File: src/rtl/ipsl_pcie_dma_mwr_sched.sv
// ipsl_pcie_dma_mwr_sched
// Splits one DMA write command into a sequence of PCIe memory-write TLPs.
// Each TLP is bounded by the programmed max payload size and by host 4 KB
// boundaries. The TLPs are handed one at a time to the read controller as
// a level request, and the block waits for that controller's last-data flag.
//
// Ports
//   clk, rst_n            clock, asynchronous active-low reset
//   i_cmd_valid/o_cmd_ready   command handshake (ready only in IDLE)
//   i_cmd_addr            host byte address (bits [1:0] ignored)
//   i_cmd_ram_addr        local BAR RAM byte address (bits [1:0] ignored)
//   i_cmd_len_dw          total length in DW
//   i_max_payload_size    MPS encoding: 0=32 DW, 1=64 DW, >=2 -> 128 DW
//   o_rd_en/o_rd_length/o_rd_addr   read request towards the read controller
//   o_tlp_addr            host address of the current TLP
//   i_last_data           last beat of the current TLP left the read FIFO
//   o_busy, o_done, o_err status; o_done/o_err are one-cycle pulses
//   o_tlp_cnt             TLPs completed in the current or last command
module ipsl_pcie_dma_mwr_sched #(
  parameter logic [15:0] TIMEOUT_CYC = 16'd65535
) (
  input  logic        clk,
  input  logic        rst_n,
  input  logic        i_cmd_valid,
  output logic        o_cmd_ready,
  input  logic [63:0] i_cmd_addr,
  input  logic [15:0] i_cmd_ram_addr,
  input  logic [15:0] i_cmd_len_dw,
  input  logic [2:0]  i_max_payload_size,
  output logic        o_rd_en,
  output logic [9:0]  o_rd_length,
  output logic [63:0] o_rd_addr,
  output logic [63:0] o_tlp_addr,
  input  logic        i_last_data,
  output logic        o_busy,
  output logic        o_done,
  output logic        o_err,
  output logic [15:0] o_tlp_cnt
);

  typedef enum logic [1:0] {
    S_IDLE = 2'd0,
    S_CALC = 2'd1,
    S_XFER = 2'd2,
    S_DONE = 2'd3
  } state_t;

  state_t      state_q, state_d;

  logic [63:0] haddr_q, haddr_d;
  logic [15:0] raddr_q, raddr_d;
  logic [15:0] remain_q, remain_d;
  logic [9:0]  rd_length_q, rd_length_d;
  logic [63:0] tlp_addr_q, tlp_addr_d;
  logic [15:0] rd_addr_q, rd_addr_d;
  logic [15:0] tlp_cnt_q, tlp_cnt_d;
  logic [15:0] wd_q, wd_d;
  logic        err_q, err_d;

  logic        wd_expire;
  logic        last_tlp;

  // Chunk = min(remain, MPS, DWs left before the next 4 KB host boundary).
  // The 4 KB term needs 11 bits because an aligned address leaves 1024 DW.
  function automatic logic [9:0] calc_chunk(input logic [15:0] remain,
                                            input logic [2:0]  mps,
                                            input logic [9:0]  dw_off);
    logic [10:0] lim;
    logic [10:0] to_4k;
    case (mps)
      3'd0:    lim = 11'd32;
      3'd1:    lim = 11'd64;
      default: lim = 11'd128;
    endcase
    to_4k = 11'd1024 - {1'b0, dw_off};
    if (to_4k < lim) lim = to_4k;
    if (remain < {5'd0, lim}) lim = remain[10:0];
    return lim[9:0];
  endfunction

  // Watchdog fires on the cycle the XFER counter would reach the limit.
  assign wd_expire = (TIMEOUT_CYC != 16'd0) && ((wd_q + 16'd1) == TIMEOUT_CYC);
  // chunk <= remain always, so equality means this TLP finishes the command.
  assign last_tlp  = (remain_q == {6'd0, rd_length_q});

  // State register
  always_ff @(posedge clk or negedge rst_n) begin
    if (!rst_n) begin
      state_q <= S_IDLE;
    end else begin
      state_q <= state_d;
    end
  end

  // Next-state logic
  always_comb begin
    state_d = state_q;
    case (state_q)
      S_IDLE: begin
        if (i_cmd_valid) state_d = (i_cmd_len_dw == 16'd0) ? S_DONE : S_CALC;
      end
      S_CALC: state_d = S_XFER;
      S_XFER: begin
        if (i_last_data)    state_d = last_tlp ? S_DONE : S_CALC;
        else if (wd_expire) state_d = S_DONE;
      end
      S_DONE: state_d = S_IDLE;
      default: state_d = S_IDLE;
    endcase
  end

  // Output logic
  always_comb begin
    o_cmd_ready = (state_q == S_IDLE);
    o_busy      = (state_q != S_IDLE);
    o_rd_en     = (state_q == S_XFER);
    o_done      = (state_q == S_DONE);
    o_err       = (state_q == S_DONE) && err_q;
  end

  assign o_rd_length = rd_length_q;
  assign o_tlp_addr  = tlp_addr_q;
  assign o_rd_addr   = {48'd0, rd_addr_q};
  assign o_tlp_cnt   = tlp_cnt_q;

  // Datapath and counters
  always_comb begin
    haddr_d     = haddr_q;
    raddr_d     = raddr_q;
    remain_d    = remain_q;
    rd_length_d = rd_length_q;
    tlp_addr_d  = tlp_addr_q;
    rd_addr_d   = rd_addr_q;
    tlp_cnt_d   = tlp_cnt_q;
    wd_d        = wd_q;
    err_d       = err_q;
    case (state_q)
      S_IDLE: begin
        if (i_cmd_valid) begin
          haddr_d   = {i_cmd_addr[63:2], 2'b00};
          raddr_d   = {i_cmd_ram_addr[15:2], 2'b00};
          remain_d  = i_cmd_len_dw;
          tlp_cnt_d = 16'd0;
        end
      end
      S_CALC: begin
        rd_length_d = calc_chunk(remain_q, i_max_payload_size, haddr_q[11:2]);
        tlp_addr_d  = haddr_q;
        rd_addr_d   = raddr_q;
        wd_d        = 16'd0;
      end
      S_XFER: begin
        if (i_last_data) begin
          haddr_d   = haddr_q + {52'd0, rd_length_q, 2'b00};
          raddr_d   = raddr_q + {4'd0, rd_length_q, 2'b00};
          remain_d  = remain_q - {6'd0, rd_length_q};
          tlp_cnt_d = tlp_cnt_q + 16'd1;
        end else if (wd_expire) begin
          err_d = 1'b1;
        end else begin
          wd_d = wd_q + 16'd1;
        end
      end
      S_DONE: err_d = 1'b0;
      default: ;
    endcase
  end

  // Visible outputs and control counters clear on reset
  always_ff @(posedge clk or negedge rst_n) begin
    if (!rst_n) begin
      rd_length_q <= 10'd0;
      tlp_addr_q  <= 64'd0;
      rd_addr_q   <= 16'd0;
      tlp_cnt_q   <= 16'd0;
      wd_q        <= 16'd0;
      err_q       <= 1'b0;
    end else begin
      rd_length_q <= rd_length_d;
      tlp_addr_q  <= tlp_addr_d;
      rd_addr_q   <= rd_addr_d;
      tlp_cnt_q   <= tlp_cnt_d;
      wd_q        <= wd_d;
      err_q       <= err_d;
    end
  end

  // Working address/length registers are always loaded in IDLE before use
  always_ff @(posedge clk) begin
    haddr_q  <= haddr_d;
    raddr_q  <= raddr_d;
    remain_q <= remain_d;
  end

endmodule

File: config.mk
export PLATFORM = sky130hd
export DESIGN_NAME = ipsl_pcie_dma_mwr_sched
export DESIGN_NICKNAME = d
export VERILOG_FILES = /design/src/rtl/ipsl_pcie_dma_mwr_sched.sv
export SDC_FILE = /design/constraint.sdc
export NUM_CORES = 1
export LEC_CHECK = 0
export BUFFER_PORTS_ARGS = -buffer_cell sky130_fd_sc_hd__buf_4
export CORE_ASPECT_RATIO = 1.1
export CORE_UTILIZATION = 55
export CTS_CLUSTER_SIZE = 8
export DETAILED_ROUTE_END_ITERATION = 6
export PLACE_DENSITY = 0.92
export SYNTH_ARGS = -nofsm -noshare
export SYNTH_HDL_FRONTEND = slang
export SYNTH_SLANG_ARGS = --single-unit
File: constraint.sdc
create_clock -name clk -period 14.4 [get_ports clk]
set_input_delay 2.16 -clock clk [delete_from_list [all_inputs] [get_ports clk]]
set_output_delay 2.16 -clock clk [all_outputs]
set_load 0.02 [all_outputs]
After elaboration in Yosys (flattened, before gate mapping):

Cells that the tools add are included.

* $add $sub $neg: 6
* $lt $le $gt $ge: 2
* equality and inequality tests: 12
* muxes and demuxes: 29
* reductions and logical operators: 12

Operators with widths (count)
* 2-to-1 mux 16 bit: 8
* 2-to-1 mux 64 bit: 2
* one-hot mux 16 bit (2 select lines): 4
* one-hot mux 64 bit (2 select lines): 1
* adder 64 x 12 -> 64 bit: 1
* 2-to-1 mux 11 bit: 3
* adder 16 x 1 -> 16 bit (second input constant): 2
* adder 16 x 12 -> 16 bit: 1
* equality test 16 x 10 -> 1 bit: 1
* equality test 16 bit (second input constant): 1
* zero test 16 bit: 1
* < comparator 16 x 11 -> 1 bit: 1
* one-hot mux 8 bit (2 select lines): 1
* subtractor 16 x 10 -> 16 bit: 1
* < comparator 11 bit: 1
* subtractor 11 x 10 -> 11 bit (first input constant): 1
* 2-to-1 mux 10 bit: 1
* 2-to-1 mux 2 bit: 5
* AND reduction 3 bit: 3
* one-hot mux 2 bit (4 select lines): 1
* nonzero test 2 bit: 4
* != test 2 bit (second input constant): 3
* equality test 2 bit (second input constant): 2
* != test 2 x 1 -> 1 bit (second input constant): 2
* other kinds (9): 10

* register bits after elaboration: 221
* bits of input ports: 103
* output and inout bits: 159
* word-level logic and storage cells: 71

Depth between registers and ports, before layout:

Gate-level depths: netlist of run 1.

* word-level depth: 8
* mapped depth: 22
* mapped depth without buffers: 20

Least setup slack after synthesis of run 1:

OpenSTA, ideal clock, no wires.

* path kind: input to register
* start: input port i_cmd_valid
* end: register tlp_cnt_q[15] (netlist: o_tlp_cnt[15])
* setup time: 0.132 ns
* arrival: 7.791 ns
* required time: 14.268 ns
* setup slack: 6.477 ns
* cell stages on the path: 7
* buffers on the path: 0
* path through: mux2i_1 > nor2_1 > nand4_1 > nor3_1 > nand3_1 > xor2_1 > nor2_1

* word-level cells in the longest chain between the ends: 2

Ends and longest elaborated chain
* start: declaration: line 24 `input logic i_cmd_valid,`
* != test 2 bit (no line)
* AND reduction 3 bit (no line)
* end signal: assignment: line 182 `tlp_cnt_q <= tlp_cnt_d;`
* end: declaration: line 56 `logic [15:0] tlp_cnt_q, tlp_cnt_d;`

No other way between the ends.
A chain may end at the register's enable or synchronous reset.

Final worst setup path of run 1:

* start: input port i_max_payload_size[1]
* end: register rd_length_q[1] (netlist: o_rd_length[1])

* word-level cells in the longest chain between the ends: 8
* elaborated cells between the ends (all ways): 9
* those cells by class: 2 x order compare; 1 x eq/ne; 5 x mux; 1 x reduce/logical

Ends and longest elaborated chain
* start: declaration: line 29 `input logic [2:0] i_max_payload_size,`
* equality test 3 x 1 -> 1 bit or zero test 3 bit (tied branches): line 70 `case (mps)`
* one-hot mux 8 bit (2 select lines) (*): line 70
* 2-to-1 mux 11 bit (*): line 137 `case (state_q)`
* < comparator 11 bit: line 76 `if (to_4k < lim) lim = to_4k;`
* 2-to-1 mux 11 bit (*): line 76
* 2-to-1 mux 11 bit (*): line 137
* < comparator 16 x 11 -> 1 bit: line 77 `if (remain < {5'd0, lim}) lim = remain[10:0];`
* 2-to-1 mux 10 bit (*): line 77
* end signal: assignment: line 179 `rd_length_q <= rd_length_d;`
* end: declaration: line 53 `logic [9:0] rd_length_q, rd_length_d;`

Mark *: on every way between the ends. The rest lies on a longest branch, timed or not. The select of a mux whose other input is x is not followed.

==> run_results.csv, run 1 <==
group,metric,value,unit
clocking,htreeDepth,1,
setup_path,worstPathRequired,14.86,ns
floorplan,start_util,56.5,%
global_routing,grt-ovfl-total,0,
setup_path,path_max_fanout,17,
clocking,cts_made_buffers,30,
synthesis,syn_inst,1220,
global_routing,grt_start_max_net_pins,89,
floorplan,placementRows,57,
place,gp_congestion,0.949,
routing,routed_wl,32.8,mm
synthesis,synth_edf_count,92,
power,p_int,1.96,mW
floorplan,core,22300,um2
synthesis,yosysMostFrequentCell,"nor2_1",
routing,remaining_drc_errors,0,
synthesis,postSynthAreaPerCell,10.3,um2
synthesis,synth_ff_type,"dfrtp_1",
sta,timing.fmax,180,MHz
floorplan,die_w,146,um
place,placed_cells,1679,
floorplan,die_h,161,um
status,status,"finished clean",
finish,design_area,15000,um2
clocking,clk_pin_slew,0.05,ns
power,power_frac_seq,34.5,%
power,swShare,40.2,%
run,max-cap-violations,0,
synthesis,synth_area,12600,um2
sta,relSlewSlack,23.7,%
clocking,cts-root-buf,"clkbuf_16",
place,portBuffers,205,
power,totalPowerFinal,3.27,mW
synthesis,ys_types,71,
setup_path,worst-setup-path-type,"in2reg",
synthesis,yosysTopAreaCell,"dfrtp_1",
sta,rsz0062_at_grt,"false",
routing,drt_iter0_markers,764,
sta,fin_ws,8.84,ns
routing,first_pass_iters,5,
place,placed_area,14200,um2
clocking,cts_tree,"done",
clocking,clock_sinks,213,
place,post-place-ws,8.34,ns
synthesis,synth_commonest_cells,"nor2_1, dfrtp_1, mux2_2",
sta,hold_viol_final,0,
routing,wl_per_cell,18.9,um
clocking,cts_hold_buf,0,
synthesis,yosysTopAreaCellShare,24.1,%
worst_hold_path,hold_class,"reg2reg",
clocking,post_cts_buffers,0,
synthesis,ys_warn_count,0,
finish,drive_gt1_share,24.9,%
global_routing,grt.total_usage,27.8,%
global_routing,grt_pass1_wl,52.7,mm
floorplan,ios,262,
synthesis,synth_seq_cells,213,
finish,synthToLayoutAreaGrowth,19.7,%
power,leakagePower,6.26,nW
finish,final_util,67.6,%
sta,setup_viol,0,
clocking,clock_latency,0.56,ns
setup_path,start_kind,"input pin",
routing,viasPerCell,5.87,
power,p_sw,1.32,mW
sta,finalClockSkew,0.0241,ns
floorplan,die_area,23500,um2
setup_path,crit_arrival,6.02,ns
synthesis,ys_seq_area_share,46.1,%
power,vdd_drop_max,0.000149,V
sta,fin_crit_sh,38.6,%
routing,vias,10200,
sta,setup_tns,0,ns
synthesis,yosys-top-cells-area,"dfrtp_1, edfxtp_1, mux2_2, ha_1, nor2_1",
sta,tightest_slew,1.14,ns
sta,fin_crit,5.56,ns
global_routing,grt_pass1_vias,10500,
sta,whs,0.505,ns
routing,ant_nets,0,
finish,fin_cells,1734,
clocking,cts_resized,0,
place,hpwl,22.3,mm
power,pwr_density_cell,218,nW/um2
power,p_comb_share,45.3,%
finish,final_nets,1572,
clocking,cts_buffer_depth,3,
setup_path,end_kind,"flop",
finish,diodes,0,
power,power.share.clock,20.3,%
global_routing,antenna_found_initial,0,
sta,final_max_slew_viol_count,0,
synthesis,synthArstFlopShare,56.8,%
==> cell type report <==
type / count / area (um2)
Multi-Input combinational cell: 916 / 6250
Inverter: 45 / 169
Clock buffer: 54 / 851
Fill cell: 1587 / 7210
Tap cell: 295 / 369
Timing Repair Buffer: 210 / 1580
Sequential cell: 213 / 5790
Clock inverter: 1 / 30.0
==> critical path, stage by stage <==
cell and delay [ns]:
buf_4 0.11, nor2_1 0.28, nand2_1 0.17, ha_1 0.23
nand3b_1 0.16, mux2i_1 0.15, o2111a_2 0.39, mux2i_1 0.28
ha_1 0.29, a21o_1 0.19, a21o_1 0.17, a211oi_1 0.23
o211ai_1 0.15, a31oi_4 0.48, mux2_2 0.40, a21oi_1 0.17
==> power by group through the flow <==
stage	Sequential (mW)	Combinational, mW	Clock [mW]
floorplan	1.23	0.878	0
global placement	1.11	1.41	0
detailed placement	1.13	1.46	0
CTS	1.13	1.48	0.673
global route	1.16	1.60	0.701
finish	1.13	1.48	0.663
==> flip-flops by register name, indices dropped and copies added, names as in the netlist <==
name,cells
wd_q,16
haddr_q,62
raddr_q,14
o_rd_length,10
o_tlp_cnt,16
rd_addr_q,14
o_tlp_addr,62
remain_q,16
err_q,1
state_q,2
==> final timing paths <==
check,startpoint,endpoint,slack (ns),cells after the start
min in group asynchronous,rst_n,o_tlp_addr[62],1.68,1
max,i_max_payload_size[1],o_rd_length[1],8.84,16
max reg2reg,haddr_q[2],o_rd_length[1],9.42,18
min reg2reg,rd_addr_q[4],rd_addr_q[4],0.50,1
min,rd_addr_q[4],rd_addr_q[4],0.50,1
max in group asynchronous,rst_n,o_tlp_addr[59],11.28,2
==> cell usage in the layout, fill, tap and decap left out, drive strengths merged, types with 5 or more instances in the layout <==
cell	Yosys	layout
buf	63	210
nor2	138	138
dfrtp	121	121
mux2	100	100
a21oi	93	93
edfxtp	92	92
nand2	73	73
conb	2	55
clkbuf	36	54
xnor2	51	51
ha	50	50
inv	44	44
nand3	42	42
xor2	40	40
o21ai	36	36
nor3	27	27
nand4	21	21
and3	18	18
nor4	15	15
mux2i	14	14
a21o	13	13
a31oi	11	11
nor2b	9	9
or3	9	9
o21a	8	8
o2bb2ai	7	7
nand3b	6	6
and4	6	6
nand4b	6	6
o22ai	6	6
o211ai	5	5
a211o	5	5
o31ai	5	5
==> metal layers <==
metal  part of all wire, %  GRT usage, %
met2                    49          47.1
met1                    38          33.2
met4                   4.6          13.9
met3                   8.1          6.62
met5                     0             0
==> cell families after synthesis <==
group	synth area share (%)
muxes	10.1
xor gates and xnor gates	6.34
buffers and inverters	5.99
and+or+nand+nor	15.1
adders and majority gates	5.46
other	0.0598
DFF	46.1
AOI/OAI and AO/OA	10.9
(Power assumes the default switching activity.)
==> run 2, diff against run 1 <==
--- a/config.mk
+++ b/config.mk
@@ -5,12 +5,13 @@
 export SDC_FILE = /design/constraint.sdc
 export NUM_CORES = 1
 export LEC_CHECK = 0
+export ABC_AREA = 1
 export BUFFER_PORTS_ARGS = -buffer_cell sky130_fd_sc_hd__buf_4
 export CORE_ASPECT_RATIO = 1.1
-export CORE_UTILIZATION = 55
+export CORE_UTILIZATION = 51
 export CTS_CLUSTER_SIZE = 8
 export DETAILED_ROUTE_END_ITERATION = 6
-export PLACE_DENSITY = 0.92
+export PLACE_DENSITY = 0.9
 export SYNTH_ARGS = -nofsm -noshare
 export SYNTH_HDL_FRONTEND = slang
 export SYNTH_SLANG_ARGS = --single-unit
==> constraint.sdc (replaced) <==
create_clock -name clk -period 4.5 [get_ports clk]
set_input_delay 0.675 -clock clk [delete_from_list [all_inputs] [get_ports clk]]
set_output_delay 0.675 -clock clk [all_outputs]
set_load 0.02 [all_outputs]
==> run 2 against run 1 <==
  * Register-to-register slack lost 8.8 ns
  * Non-clock buffer count grew 3
  * Utilization shrank 5.7 points
  * Hold slack lost 0.44 ns
  * Critical path depth grew 6
  * Count of clock-buffer cells in the layout grew 1
  * Routed wire length grew 12%
  * Critical path type is now reg2reg
  * Highest routed layer is now met5
==> run_results.csv, run 2 <==
group,metric,value,unit
synthesis,ys_types,53,
worst_hold_path,hold_class,"in2async",
synthesis,synth_area,13100,um2
setup_path,crit_arrival,4.37,ns
clocking,clk_pin_slew,0.05,ns
status,status,"finished clean",
routing,ant_nets,0,
global_routing,grt_pass1_wl,57.9,mm
power,pwr_density_cell,711,nW/um2
synthesis,postSynthAreaPerCell,7.90,um2
clocking,clock_latency,0.55,ns
setup_path,worstSetupStartpoint,"haddr_q[2]",
setup_path,crit_end,"o_rd_length[6]",
clocking,cts_buffer_depth,3,
routing,vias,12200,
synthesis,syn_inst,1653,
setup_path,rr_worst_depth,22,
setup_path,r2r_end,"o_rd_length[6]",
routing,viasPerCell,5.56,
synthesis,synth_seq_cells,213,
setup_path,r2r-start,"haddr_q[2]",
synthesis,synth_edf_count,92,
synthesis,yosysMostFrequentCell,"nand2_1",
power,leakagePower,7.47,nW
clocking,cts-root-buf,"clkbuf_16",
run,max-cap-violations,0,
floorplan,die_area,26200,um2
sta,timing.fmax,257,MHz
routing,first_pass_iters,6,
sta,relSlewSlack,37.0,%
finish,mostFrequentLayoutCells,"nand2_1, buf_4, inv_1, o21ai_0, dfrtp_1",
global_routing,grt.total_usage,27.7,%
synthesis,yosys-top-cells-area,"dfrtp_1, edfxtp_1, nand2_1, inv_1, ha_1",
clocking,cts_resized,0,
setup_path,r2r_slack,0.61,ns
floorplan,start_util,51.8,%
place,placed_area,14700,um2
finish,design_area,15600,um2
sta,setup_viol,0,
synthesis,yosysTopAreaCellShare,23.2,%
setup_path,path_max_fanout,10,
sta,rsz0062_at_grt,"false",
routing,remaining_drc_errors,0,
power,vdd_drop_max,0.000432,V
setup_path,worst-setup-path-type,"reg2reg",
sta,fin_crit_sh,86.4,%
setup_path,end_kind,"flop",
global_routing,grt_start_max_net_pins,94,
global_routing,grt_pass1_vias,11500,
place,hpwl,27.0,mm
clocking,post_cts_buffers,0,
clocking,cts_hold_buf,0,
routing,wl_per_cell,16.7,um
global_routing,antenna_found_initial,1,
sta,setup_tns,0,ns
finish,diodes,0,
finish,synthToLayoutAreaGrowth,19.4,%
finish,layout_commonest_cell,"nand2_1",
floorplan,die_h,170,um
synthesis,synth_ff_type,"dfrtp_1",
clocking,cts_tree,"done",
global_routing,grt-ovfl-total,0,
synthesis,ys_warn_count,0,
synthesis,ys_seq_area_share,44.4,%
setup_path,start_kind,"flop",
clocking,htreeDepth,1,
place,portBuffers,205,
floorplan,core,25200,um2
finish,drive_gt1_share,15.0,%
synthesis,synthArstFlopShare,56.8,%
sta,fin_crit,3.89,ns
floorplan,ios,262,
sta,tightest_slew,0.937,ns
floorplan,die_w,155,um
routing,drt_iter0_markers,1304,
synthesis,yosysTopAreaCell,"dfrtp_1",
place,gp_congestion,0.946,
floorplan,placementRows,61,
sta,hold_viol_final,0,
setup_path,worstPathRequired,4.98,ns
finish,final_nets,2014,
clocking,clock_sinks,213,
sta,finalClockSkew,0.0120,ns
clocking,cts_made_buffers,30,
synthesis,synth_commonest_cells,"nand2_1, inv_1, o21ai_0",
routing,routed_wl,36.8,mm
sta,final_max_slew_viol_count,0,
[run 2: cell count changes in the layout (fill, tap and decap cells not counted), moves of 26 or more]
cell,delta
nand2_1,+455
mux2_2,-100
inv_1,+123
nor3_1,+26
nor2_1,-27
a21oi_1,-49
o21ai_0,+88
[run 2: kinds of logic (layout without fill, tap and decap cells)]
logic type | after synthesis | after routing | synth area share, %
other | 2 | 55 | 0.0575
xor gates and xnor gates | 74 | 74 | 4.96
and+or+nand+nor | 830 | 830 | 27.0
AOI/OAI and AO/OA | 214 | 214 | 9.08
adders and majority gates | 53 | 53 | 5.25
DFF | 213 | 213 | 44.4
buffers and inverters | 267 | 443 | 9.25
[run 2: power by group]
group	internal (mW)	switching, mW	leakage (nW)
clock	1.27	0.824	0.414
combinational	1.76	3.40	4.62
sequential	3.09	0.727	2.44
[run 2: critical path, cell delays in order (launching register included)]
cell and delay [ns]:
edfxtp_1 0.44, inv_1 0.17, ha_1 0.25, nand3_1 0.14, xor2_1 0.15, inv_1 0.07, ha_1 0.28, nand2_1 0.06
nand2_1 0.05, nand2_1 0.07, nand2_1 0.15, inv_1 0.13, o21ai_0 0.25, ha_1 0.30, a21oi_1 0.17, nor2_1 0.06
a211oi_1 0.20, nand2_1 0.08, nand2_1 0.27, nand2_2 0.23, nand2_1 0.14, nand3_1 0.07, nand2_1 0.08
[run 2: metrics by stage]
step	instances	worst slack, ns	total power [mW]	utilization (%)	hold slack [ns]
after floorplan	1706	0.976	7.15	-	0.379
after global placement	2141	0.820	8.68	58.4	0.455
after detailed placement	2141	0.713	8.89	58.4	0.459
after CTS	2197	0.682	11.0	61.9	0.0726
after global routing	2197	0.234	11.8	61.9	0.110
final	2197	0.613	11.1	61.9	0.0675
[run 2: worst min-delay path by stage]
stage | end | slack [ns] | depth (start not counted)
global route | o_tlp_cnt[11] | 0.11 | 1
detailed placement | rd_addr_q[11] | 0.46 | 2
CTS | o_tlp_cnt[12] | 0.07 | 1
global placement | rd_addr_q[14] | 0.45 | 2
floorplan | err_q | 0.38 | 0
finish | o_tlp_cnt[12] | 0.07 | 1
[run 2: routing by layer]
layer  part of all wire, %  vias to the layer above  global-route usage (%)  wire length (um)
met5                 0.035                        -                       0                13
met4                   3.8                        2                    11.4              1400
met3                   8.4                      110                    4.48              3100
met2                    47                      654                    46.4             17300
met1                    41                     5703                    35.8             14900
li1                      -                     5755                       -                 -
[run 2: final cells by class]
| class | count | area [um2] |
|---|---|---|
| Inverter | 174 | 657 |
| Sequential cell | 213 | 5790 |
| Tap cell | 315 | 394 |
| Clock buffer | 55 | 866 |
| Multi-Input combinational cell | 1226 | 6260 |
| Fill cell | 2113 | 9600 |
| Timing Repair Buffer | 213 | 1610 |
| Clock inverter | 1 | 5.00 |
==> run 3, diff against run 2 <==
--- a/config.mk
+++ b/config.mk
@@ -7,6 +7,7 @@
 export LEC_CHECK = 0
 export ABC_AREA = 1
 export BUFFER_PORTS_ARGS = -buffer_cell sky130_fd_sc_hd__buf_4
+export CAP_MARGIN = 15
 export CORE_ASPECT_RATIO = 1.1
 export CORE_UTILIZATION = 51
 export CTS_CLUSTER_SIZE = 8
==> constraint.sdc (replaced) <==
create_clock -name clk -period 4.5 [get_ports clk]
set_input_delay 0.9 -clock clk [delete_from_list [all_inputs] [get_ports clk]]
set_output_delay 0.9 -clock clk [all_outputs]
set_load 0.02 [all_outputs]
==> run 3 against run 2 <==
  * Combinational power barely moved
  * Fmax fell by 0.18%
  * Register-to-register slack hardly changed
  * Count of clock-buffer cells in the layout unchanged
  * Critical path type unchanged
  * Critical endpoint is now o_rd_length[5]
  * Highest routed layer unchanged
==> run_results.csv, run 3 (same netlist as run 2, synthesis figures left out) <==
group,metric,value,unit
power,totalPowerFinal,11.1,mW
setup_path,r2r-start,"haddr_q[2]",
global_routing,grt_pass1_wl,59.6,mm
clocking,cts-root-buf,"clkbuf_16",
setup_path,path_cells,"inv_1, ha_1, nand3_1, xor2_1, inv_1, ha_1, nand2_1, nand2_1, nand2_1, nand2_1, inv_1, o21ai_0, ha_1, a21oi_1, nor2_1, a211oi_1, nand2_1, nand2_1, nand2_2, nand2_1, nand3_1, nand2_1",
clocking,htreeDepth,1,
clocking,cts_tree,"done",
finish,fill_cells,2126,
finish,seq_area,5790,um2
place,gp_congestion,0.990,
setup_path,cpPeakStageDelay,0.45,ns
finish,synthToLayoutAreaGrowth,19.4,%
setup_path,worst-setup-path-type,"reg2reg",
floorplan,die_h,170,um
sta,tightest_slew,0.980,ns
finish,layout_commonest_cell,"nand2_1",
setup_path,crit_top_cell,"nand2_1",
setup_path,cp_slowest_cell,"edfxtp_1",
routing,drt_iter0_markers,1219,
setup_path,r2r_end,"o_rd_length[5]",
routing,routed_wl,37.2,mm
finish,multi_input_area,6260,um2
routing,vias,12300,
sta,hold_viol_final,0,
clocking,clock_latency,0.55,ns
place,hpwl,27.5,mm
clocking,cts_buffer_depth,3,
setup_path,worstPathRequired,4.97,ns
clocking,clk_pin_slew,0.05,ns
floorplan,start_util,51.8,%
finish,drive_gt1_share,15.0,%
routing,wl_per_cell,16.9,um
finish,final_nets,2014,
status,status,"finished clean",
setup_path,path_max_fanout,10,
setup_path,rr_worst_depth,22,
routing,first_pass_iters,5,
power,leakagePower,7.47,nW
floorplan,die_area,26200,um2
sta,setup_tns,0,ns
sta,fin_crit_sh,86.5,%
clocking,cts_hold_buf,0,
sta,final_max_slew_viol_count,0,
sta,setup_viol,0,
routing,remaining_drc_errors,0,
global_routing,grt.total_usage,28.4,%
setup_path,r2r_slack,0.61,ns
sta,timing.fmax,257,MHz
routing,ant_nets,0,
power,vdd_drop_max,0.000405,V
setup_path,cp.depth,22,
global_routing,grt_pass1_vias,11900,
setup_path,crit_arrival,4.37,ns
floorplan,placementRows,61,
global_routing,grt_start_max_net_pins,70,
clocking,post_cts_buffers,0,
run,max-cap-violations,0,
global_routing,antenna_found_initial,2,
setup_path,path_buf_inv,3,
finish,mostFrequentLayoutCells,"nand2_1, buf_4, inv_1, o21ai_0, dfrtp_1",
sta,rsz0062_at_grt,"false",
sta,fin_crit,3.89,ns
clocking,cts_resized,0,
routing,viasPerCell,5.58,
sta,finalClockSkew,0.0216,ns
setup_path,start_kind,"flop",
floorplan,die_w,155,um
global_routing,grt-ovfl-total,0,
setup_path,cp_top_family,"simple AND/OR/NAND/NOR gates",
floorplan,core,25200,um2
clocking,cts_made_buffers,30,
setup_path,end_kind,"flop",
power,pwr_density_cell,715,nW/um2
clocking,clock_sinks,213,
worst_hold_path,hold_class,"in2async",
sta,relSlewSlack,34.1,%
floorplan,ios,262,
place,portBuffers,205,
run 3: cell count changes in the layout (fill, tap and decap cells not counted), sizes merged:
cell,change
diode,+1
clkinv,-1
run 3: power by group:
part / internal, mW / leakage, nW / switching (mW)
registers: 3.09 / 2.44 / 0.739
clock network: 1.29 / 0.416 / 0.830
logic: 1.76 / 4.62 / 3.43
total: 6.15 / 7.47 / 5.00
run 3: layout make-up:
| class | count | area share [%] |
|---|---|---|
| clock buffer | 55 | 5.62 |
| inverter | 174 | 4.21 |
| tap | 315 | 2.53 |
| sequential | 213 | 37.1 |
| multi-input combinational | 1226 | 40.2 |
| antenna | 1 | 0.0160 |
| timing repair buffer | 213 | 10.3 |
run 3: stage by stage:
stage	hold WS (ns)	cell area [um2]	utilization, %	instances	worst slack, ns
2_1_floorplan	0.442	13300	-	1706	0.976
3_3_place_gp	0.455	14700	58.4	2141	0.581
4_1_cts	0.474	15600	61.9	2196	0.672
6_report	0.444	15600	61.9	2197	0.606
5_1_grt	0.481	15600	61.9	2196	0.160
3_5_place_dp	0.461	14700	58.4	2141	0.490
run 3: per-layer routing:
| layer | GRT usage [%] | wire, um | share of wire [%] | up-vias |
|---|---|---|---|---|
| met3 | 5.09 | 3480 | 9.3 | 123 |
| li1 | - | - | - | 5758 |
| met2 | 46.5 | 17600 | 47 | 643 |
| met5 | 0 | 13 | 0.035 | - |
| met1 | 36.7 | 14700 | 39 | 5739 |
| met4 | 12.9 | 1470 | 4.0 | 2 |
run 3: worst max path at each step:
stage	startpoint	end	slack, ns
3_5_place_dp	i_max_payload_size[1]	o_rd_length[4]	0.49
2_1_floorplan	state_q[0]	haddr_q[10]	0.98
6_report	haddr_q[2]	o_rd_length[5]	0.61
4_1_cts	haddr_q[2]	o_rd_length[4]	0.67
5_1_grt	haddr_q[4]	o_rd_length[2]	0.16
3_3_place_gp	i_max_payload_size[1]	o_rd_length[5]	0.58
